$ cat src/rtl/regfile_wb_driver.sv
// Write-back driver for the integer register file: buffers execution-unit results
// in a small FIFO, retires one per cycle, and exposes pending/forward lookups for decode.
module regfile_wb_driver #(
  parameter int DATA_W = 32,
  parameter int ADDR_W = 5,
  parameter int DEPTH  = 4
) (
  input  logic                         clk,
  input  logic                         rst,
  input  logic                         wb_valid,
  output logic                         wb_ready,
  input  logic [ADDR_W-1:0]            wb_addr,
  input  logic [DATA_W-1:0]            wb_data,
  output logic                         wd_en,
  output logic [ADDR_W-1:0]            wd_sel,
  output logic [DATA_W-1:0]            data,
  input  logic [ADDR_W-1:0]            rs1_add,
  input  logic [ADDR_W-1:0]            rs2_add,
  output logic                         rs1_pending,
  output logic                         rs2_pending,
  output logic [DATA_W-1:0]            rs1_fwd,
  output logic [DATA_W-1:0]            rs2_fwd,
  output logic [$clog2(DEPTH+1)-1:0]   count
);

  localparam int PTR_W = $clog2(DEPTH);
  localparam int CNT_W = $clog2(DEPTH + 1);

  logic [ADDR_W-1:0] mem_addr [DEPTH];
  logic [DATA_W-1:0] mem_data [DEPTH];
  logic [PTR_W-1:0]  rd_ptr;
  logic [PTR_W-1:0]  wr_ptr;
  logic              push;
  logic              pop;

  assign wb_ready = (count != CNT_W'(DEPTH));
  // Writes to x0 are acknowledged but never stored.
  assign push     = wb_valid && wb_ready && (wb_addr != '0);
  assign pop      = (count != '0);

  // Stage p0: request FIFO
  always_ff @(posedge clk) begin
    if (push) begin
      mem_addr[wr_ptr] <= wb_addr;
      mem_data[wr_ptr] <= wb_data;
    end
  end

  always_ff @(posedge clk or negedge rst) begin
    if (!rst) begin
      rd_ptr <= '0;
      wr_ptr <= '0;
      count  <= '0;
    end else begin
      if (push) wr_ptr <= wr_ptr + PTR_W'(1);
      if (pop)  rd_ptr <= rd_ptr + PTR_W'(1);
      count <= count + CNT_W'(push) - CNT_W'(pop);
    end
  end

  // Stage p1: register-file write port
  always_ff @(posedge clk or negedge rst) begin
    if (!rst) begin
      wd_en  <= 1'b0;
      wd_sel <= '0;
      data   <= '0;
    end else if (pop) begin
      wd_en  <= 1'b1;
      wd_sel <= mem_addr[rd_ptr];
      data   <= mem_data[rd_ptr];
    end else begin
      wd_en  <= 1'b0;
    end
  end

  // Newest match wins: output register first, then FIFO head to tail overrides it.
  function automatic logic [DATA_W:0] lookup(input logic [ADDR_W-1:0] a);
    logic              hit;
    logic [DATA_W-1:0] val;
    logic [PTR_W-1:0]  idx;
    hit = 1'b0;
    val = '0;
    if (wd_en && (wd_sel == a)) begin
      hit = 1'b1;
      val = data;
    end
    for (int i = 0; i < DEPTH; i++) begin
      idx = rd_ptr + PTR_W'(i);
      if ((CNT_W'(i) < count) && (mem_addr[idx] == a)) begin
        hit = 1'b1;
        val = mem_data[idx];
      end
    end
    if (a == '0) begin
      hit = 1'b0;
      val = '0;
    end
    return {hit, val};
  endfunction

  always_comb begin
    {rs1_pending, rs1_fwd} = lookup(rs1_add);
    {rs2_pending, rs2_fwd} = lookup(rs2_add);
  end

endmodule
$ cat config.mk
export PLATFORM = sky130hd
export DESIGN_NAME = regfile_wb_driver
export DESIGN_NICKNAME = d
export VERILOG_FILES = /design/src/rtl/regfile_wb_driver.sv
export SDC_FILE = /design/constraint.sdc
export NUM_CORES = 1
export LEC_CHECK = 0
export ABC_CLOCK_PERIOD_IN_PS = 2200
export BUFFER_PORTS_ARGS = -buffer_cell sky130_fd_sc_hd__buf_4
export CAP_MARGIN = 20
export CORE_ASPECT_RATIO = 1.25
export CORE_UTILIZATION = 54
export CTS_CLUSTER_SIZE = 10
export DETAILED_ROUTE_END_ITERATION = 12
export MAX_ROUTING_LAYER = met4
export PLACE_DENSITY = 0.78
export SLEW_MARGIN = 20
export SYNTH_ARGS = -nofsm -noshare
export SYNTH_HDL_FRONTEND = slang
export SYNTH_SLANG_ARGS = --single-unit
export TNS_END_PERCENT = 10
$ cat constraint.sdc
create_clock -name clk -period 2.2 [get_ports clk]
set_input_delay 0 -clock clk [delete_from_list [all_inputs] [get_ports clk]]
set_output_delay 0 -clock clk [all_outputs]
set_load 0.03 [all_outputs]
# Word-level counts from Yosys, hierarchy flattened
# Memories as Yosys holds them, arrays and structs flattened.
# Cells that the tools add are included.
# word_totals
out_inout_bits	108
regBits	45
input_bits	50
n_memories	2
ramBits	148
# memory_table
memory	words	width	rd	rd_clocked_by_memory_dff	write_ports	line	rtl
mem_data	4	32	4	0	1	30	logic [DATA_W-1:0] mem_data [DEPTH];
mem_addr	4	5	4	0	1	29	logic [ADDR_W-1:0] mem_addr [DEPTH];
# classes
order_cmp	4
mux	27
add_sub_neg	6
eq_ne	11
n_reduce_logical	16
# ops
op	count
$mux 32	12
$eq 5x5->1	10
$mux 1	15
$logic_and 1x1->1	12
$logic_not 5->1	2
$lt 1x3->1 const A	2
$lt 2x3->1 const A	2
$reduce_bool 5->1	1
$add 2x1->2 const B	2
$add 2x2->2 const B	2
$add 3x1->3	1
$ne 3x3->1 const B	1
$reduce_bool 3->1	1
$sub 3x1->3	1

# Longest topological paths before layout
# depth
ltp_word	8
depth_mapped	11
depth_no_buf	10

# Least setup slack after synthesis
# OpenSTA, ideal clock, no wires.
# synth_timing
path_type	flip-flop to output port
from	reg count[1]
to	out rs1_fwd[0]
path_stages_with_launch	8
t_arrival_ns	2.836
slack_ns	-0.636
n_path_buf	3
path_cell_list	dfrtp_1 -> inv_1 -> ha_1 -> clkbuf_1 -> clkbuf_1 -> buf_1 -> nor3_2 -> o31ai_1
# synth_via
elab_chain_len	7
# synth_rtl
item	line	rtl
start, declared	23	output logic [$clog2(DEPTH+1)-1:0] count
start signal, assigned	57	count <= count + CNT_W'(push) - CNT_W'(pop);
$lt 1x3->1	89	if ((CNT_W'(i) < count) && (mem_addr[idx] == a)) begin
$logic_and 1x1->1	89	
$mux 32 (3 in a row)	89	
$mux 32 *	89	
$mux 32 *	94	if (a == '0) begin
end, declared	21	output logic [DATA_W-1:0] rs1_fwd,
# Every way passes the cells marked *; elsewhere a longest branch is shown, timed or not.

# Final worst setup path
# layout_timing
from	reg rd_ptr[0]
to	out rs2_fwd[9]
# layout_via
elab_chain_len	8
# layout_rtl
item	line	rtl
start, declared	31	logic [PTR_W-1:0] rd_ptr;
start signal, assigned	56	if (pop) rd_ptr <= rd_ptr + PTR_W'(1);
$add 2x1->2 or $mem_v2 4x5 (tied branches)	-	
$mem_v2 4x5 or $eq 5x5->1 (tied branches)	-	
$eq 5x5->1 or $logic_and 1x1->1 (tied branches)	89	
$logic_and 1x1->1 or $mux 32 (tied branches)	89	
$mux 32 (2 in a row)	89	
$mux 32 *	89	
$mux 32 *	94	
end, declared	22	output logic [DATA_W-1:0] rs2_fwd,
# Marked as above.

==> metrics.md <==
| Metric | Value |
|---|---|
| Status | `finished with violations` |
| Failing checks | `setup timing` |
| Chip width | `143 um` |
| Commonest non-fill, non-tap cell in the layout | `buf_4` |
| Area Overhead vs Synth | `44.0%` |
| P_leak | `0.00702 uW` |
| Final Setup Violations | `66` |
| Rows | `64` |
| RePlAce Congestion | `0.881` |
| Drt pass-1 iters | `5` |
| Slew @ Worst Pin | `0.766 ns` |
| Global-route wire length before repair | `63.8 mm` |
| Height of the chip | `178 um` |
| Reg2Reg Setup Slack | `0.01 ns` |
| Setup crit end kind | `primary output` |
| Hold slack | `0.103 ns` |
| Most frequent cells in the layout | `233 x buf_4, 148 x mux4_2, 148 x edfxtp_1` |
| Critical-path cell list | `buf_8, buf_6, mux4_2, xnor2_1, nand3_2, nor3_4, buf_4, buf_12, buf_4, a221oi_1, o221ai_4, buf_4` |
| Slowest-stage cell, CP | `mux4_2` |
| Num ports | `158` |
| CTS buffer count | `17` |
| Fmax | `0.297 GHz` |
| PD cells | `1530 nW/um2` |
| Vias per std cell | `7.19` |
| Post-Route WL | `45.3 mm` |
| Share of cells above drive strength 1 | `59.2%` |
| Crit path max-delay family | `buffers and inverters` |
| Crit-path most repeated cell | `buf_4` |
| Nets | `1302` |
| Top FF cell, synth | `edfxtp_1` |
| RSZ-0062 raised after global routing | `true` |
| Worst-path maximum fanout | `12` |
| I/O Buffers | `157` |
| DRC | `0` |
| #FFs+latches synth | `193` |
| Crit start category | `flop` |
| Syn_area_per_cell | `14.3 um2` |
| Clk Latency, worst-skew pair | `0.45 ns` |
| Min Tclk post-route | `3.36 ns` |
| Post-synthesis sequential area ratio | `41.7%` |
| Initial antenna violation count | `0` |
| Setup Skew | `0.0100 ns` |
| Setup TNS Final | `-69.16 ns` |
| Total number of vias | `11418` |
| Hold Fails Final Rpt | `0` |
| YS warnings | `0` |
| Initial core utilization | `54.7%` |
| Clock slew at reported path FFs | `0.07 ns` |
| Post-synth EDFFs | `148` |
| Global router's overall resource usage | `35.6%` |
| Critical Path RT | `2.20 ns` |
| Worst Path Buf+Inv | `6` |
| Post-DRT Antenna Nets | `0` |
| Utilization after layout | `78.8%` |
| Clk sinks | `193` |
| Worst IR Drop VDD | `0.000904 V` |
| Rel. slew slack | `49.0%` |
| Worst Path Arrival | `3.36 ns` |
| Post-synthesis net count | `994` |
| Ys async rst share | `23.3%` |
| Routed WL per cell | `28.5 um` |
| Pin count of the biggest net entering global routing | `61` |
| Die ar. | `25400 um2` |
| Max Root-Sink Buffers | `2` |
| Post-synthesis cell area | `13400 um2` |
| Cell count after synthesis | `935` |
| CTS tree | `built` |
| Congestion Overflow GR | `0` |
| CP peak stage delay | `0.58 ns` |
| CTS H-tree depth | `4` |
| Crit Path Category | `reg2out` |
| Setup ws final | `-1.16 ns` |
| Vias in the first global route | `11159` |
| Detailed placement HPWL | `26.8 mm` |
| Core area | `24400 um2` |
| Initial drt markers | `1118` |
| Fillers | `1238` |
| Max Slew Vio Count | `0` |
| Hold Crit Class | `in2reg` |
| Period utilization | `153%` |
| CTS Root Cell | `clkbuf_16` |
| Yosys cell types | `48` |
| Max-cap check violation count | `0` |
-- power by group --
part,internal (uW),switching [uW],total [uW]
Clock,1560,1420,2990
Combinational,9640,10900,20500
Sequential,5010,993,6000
-- logic make-up after synthesis --
kind of cell,count (synthesis),synth area share [%]
buf+inv,147,5.28
compound gates,202,13.9
mux,185,28.2
xor+xnor,54,3.71
fa+ha+maj,9,0.899
flops,193,41.7
simple gates,145,6.35
-- registers in the layout (all words and copies together) (netlist names) --
register / flops
mem_data: 128
mem_addr: 20
rd_ptr: 2
wd_en: 1
data: 32
count: 3
wd_sel: 5
wr_ptr: 2
-- metal layers --
metal | global-route usage, % | wire [um] | vias to the layer above
met2 | 58.9 | 23000 | 877
met1 | 41.7 | 15200 | 5749
met3 | 5.13 | 4470 | 228
met4 | 20.7 | 2620 | 0
li1 | - | - | 4564
met5 | - | 0 | -
-- what timing repair did --
action,CTS,global route
gates cloned,6,3
hold buffers,38,0
hold endpoints to repair,193,0
pin swaps,13,27
gates resized for setup,91,69
buffers inserted,15,7
endpoints found under the setup margin,77,84
-- cell type report --
type	instances	area (um2)	share of cell area (%)
diodes	1	2.50	0.0130
inverters	41	154	0.799
repair buffers	395	3970	20.6
flip-flops and latches	193	5580	29.0
well taps	330	413	2.14
multi-input cells	595	8580	44.6
clock inverters	12	108	0.559
clock buffers	20	437	2.27
-- per-stage QoR --
| stage | worst slack, ns | total power (uW) | instance area, um2 | std cells |
|---|---|---|---|---|
| 6_report | -1.16 | 29500 | 19200 | 1587 |
| 5_1_grt | -1.29 | 30700 | 19200 | 1586 |
| 4_1_cts | -1.06 | 28300 | 18800 | 1576 |
| 3_5_place_dp | -0.639 | 24300 | 17200 | 1485 |
| 3_3_place_gp | -0.606 | 23900 | 17200 | 1485 |
| 2_1_floorplan | -0.198 | 18600 | 14500 | 935 |
-- cells in the mapped netlist, types with 3 or more instances --
master / count / area (um2)
a211o_1: 32 / 280
a21oi_1: 3 / 15.0
a221oi_1: 62 / 543
a32oi_1: 32 / 280
and2_1: 5 / 31.3
buf_1: 8 / 30.0
buf_2: 46 / 230
buf_4: 3 / 22.5
buf_6: 9 / 101
clkbuf_1: 38 / 143
dfrtp_1: 45 / 1130
edfxtp_1: 148 / 4440
ha_1: 8 / 100
inv_1: 41 / 154
mux2_2: 37 / 417
mux4_1: 4 / 105
mux4_2: 144 / 3240
nand2_1: 41 / 154
nand4_1: 5 / 31.3
nor2_1: 39 / 146
nor3_1: 7 / 35.0
nor3_2: 33 / 330
o221ai_1: 32 / 280
o31ai_1: 3 / 22.5
o31ai_2: 29 / 363
or4_1: 3 / 22.5
xnor2_1: 35 / 307
xnor2_2: 3 / 48.8
xor2_1: 16 / 140
-- final timing paths --
kind	cells past startpoint	start	endpoint
worst max-delay path	12	rd_ptr[0]	rs2_fwd[9]
worst min-delay path	5	wb_valid	wr_ptr[0]
worst max register to register	4	rd_ptr[0]	data[30]
worst min register to register	1	data[1]	data[1]
max in group asynchronous	2	rst	rd_ptr[0]
min in group asynchronous	2	rst	wd_en
-- tightest hold or removal path, stage by stage --
cell and delay, ns:
buf_4 0.11, nand2_1 0.06, a21oi_2 0.05, buf_4 0.17
xnor2_1 0.12
No activity file was read; power rests on OpenSTA's default activity.
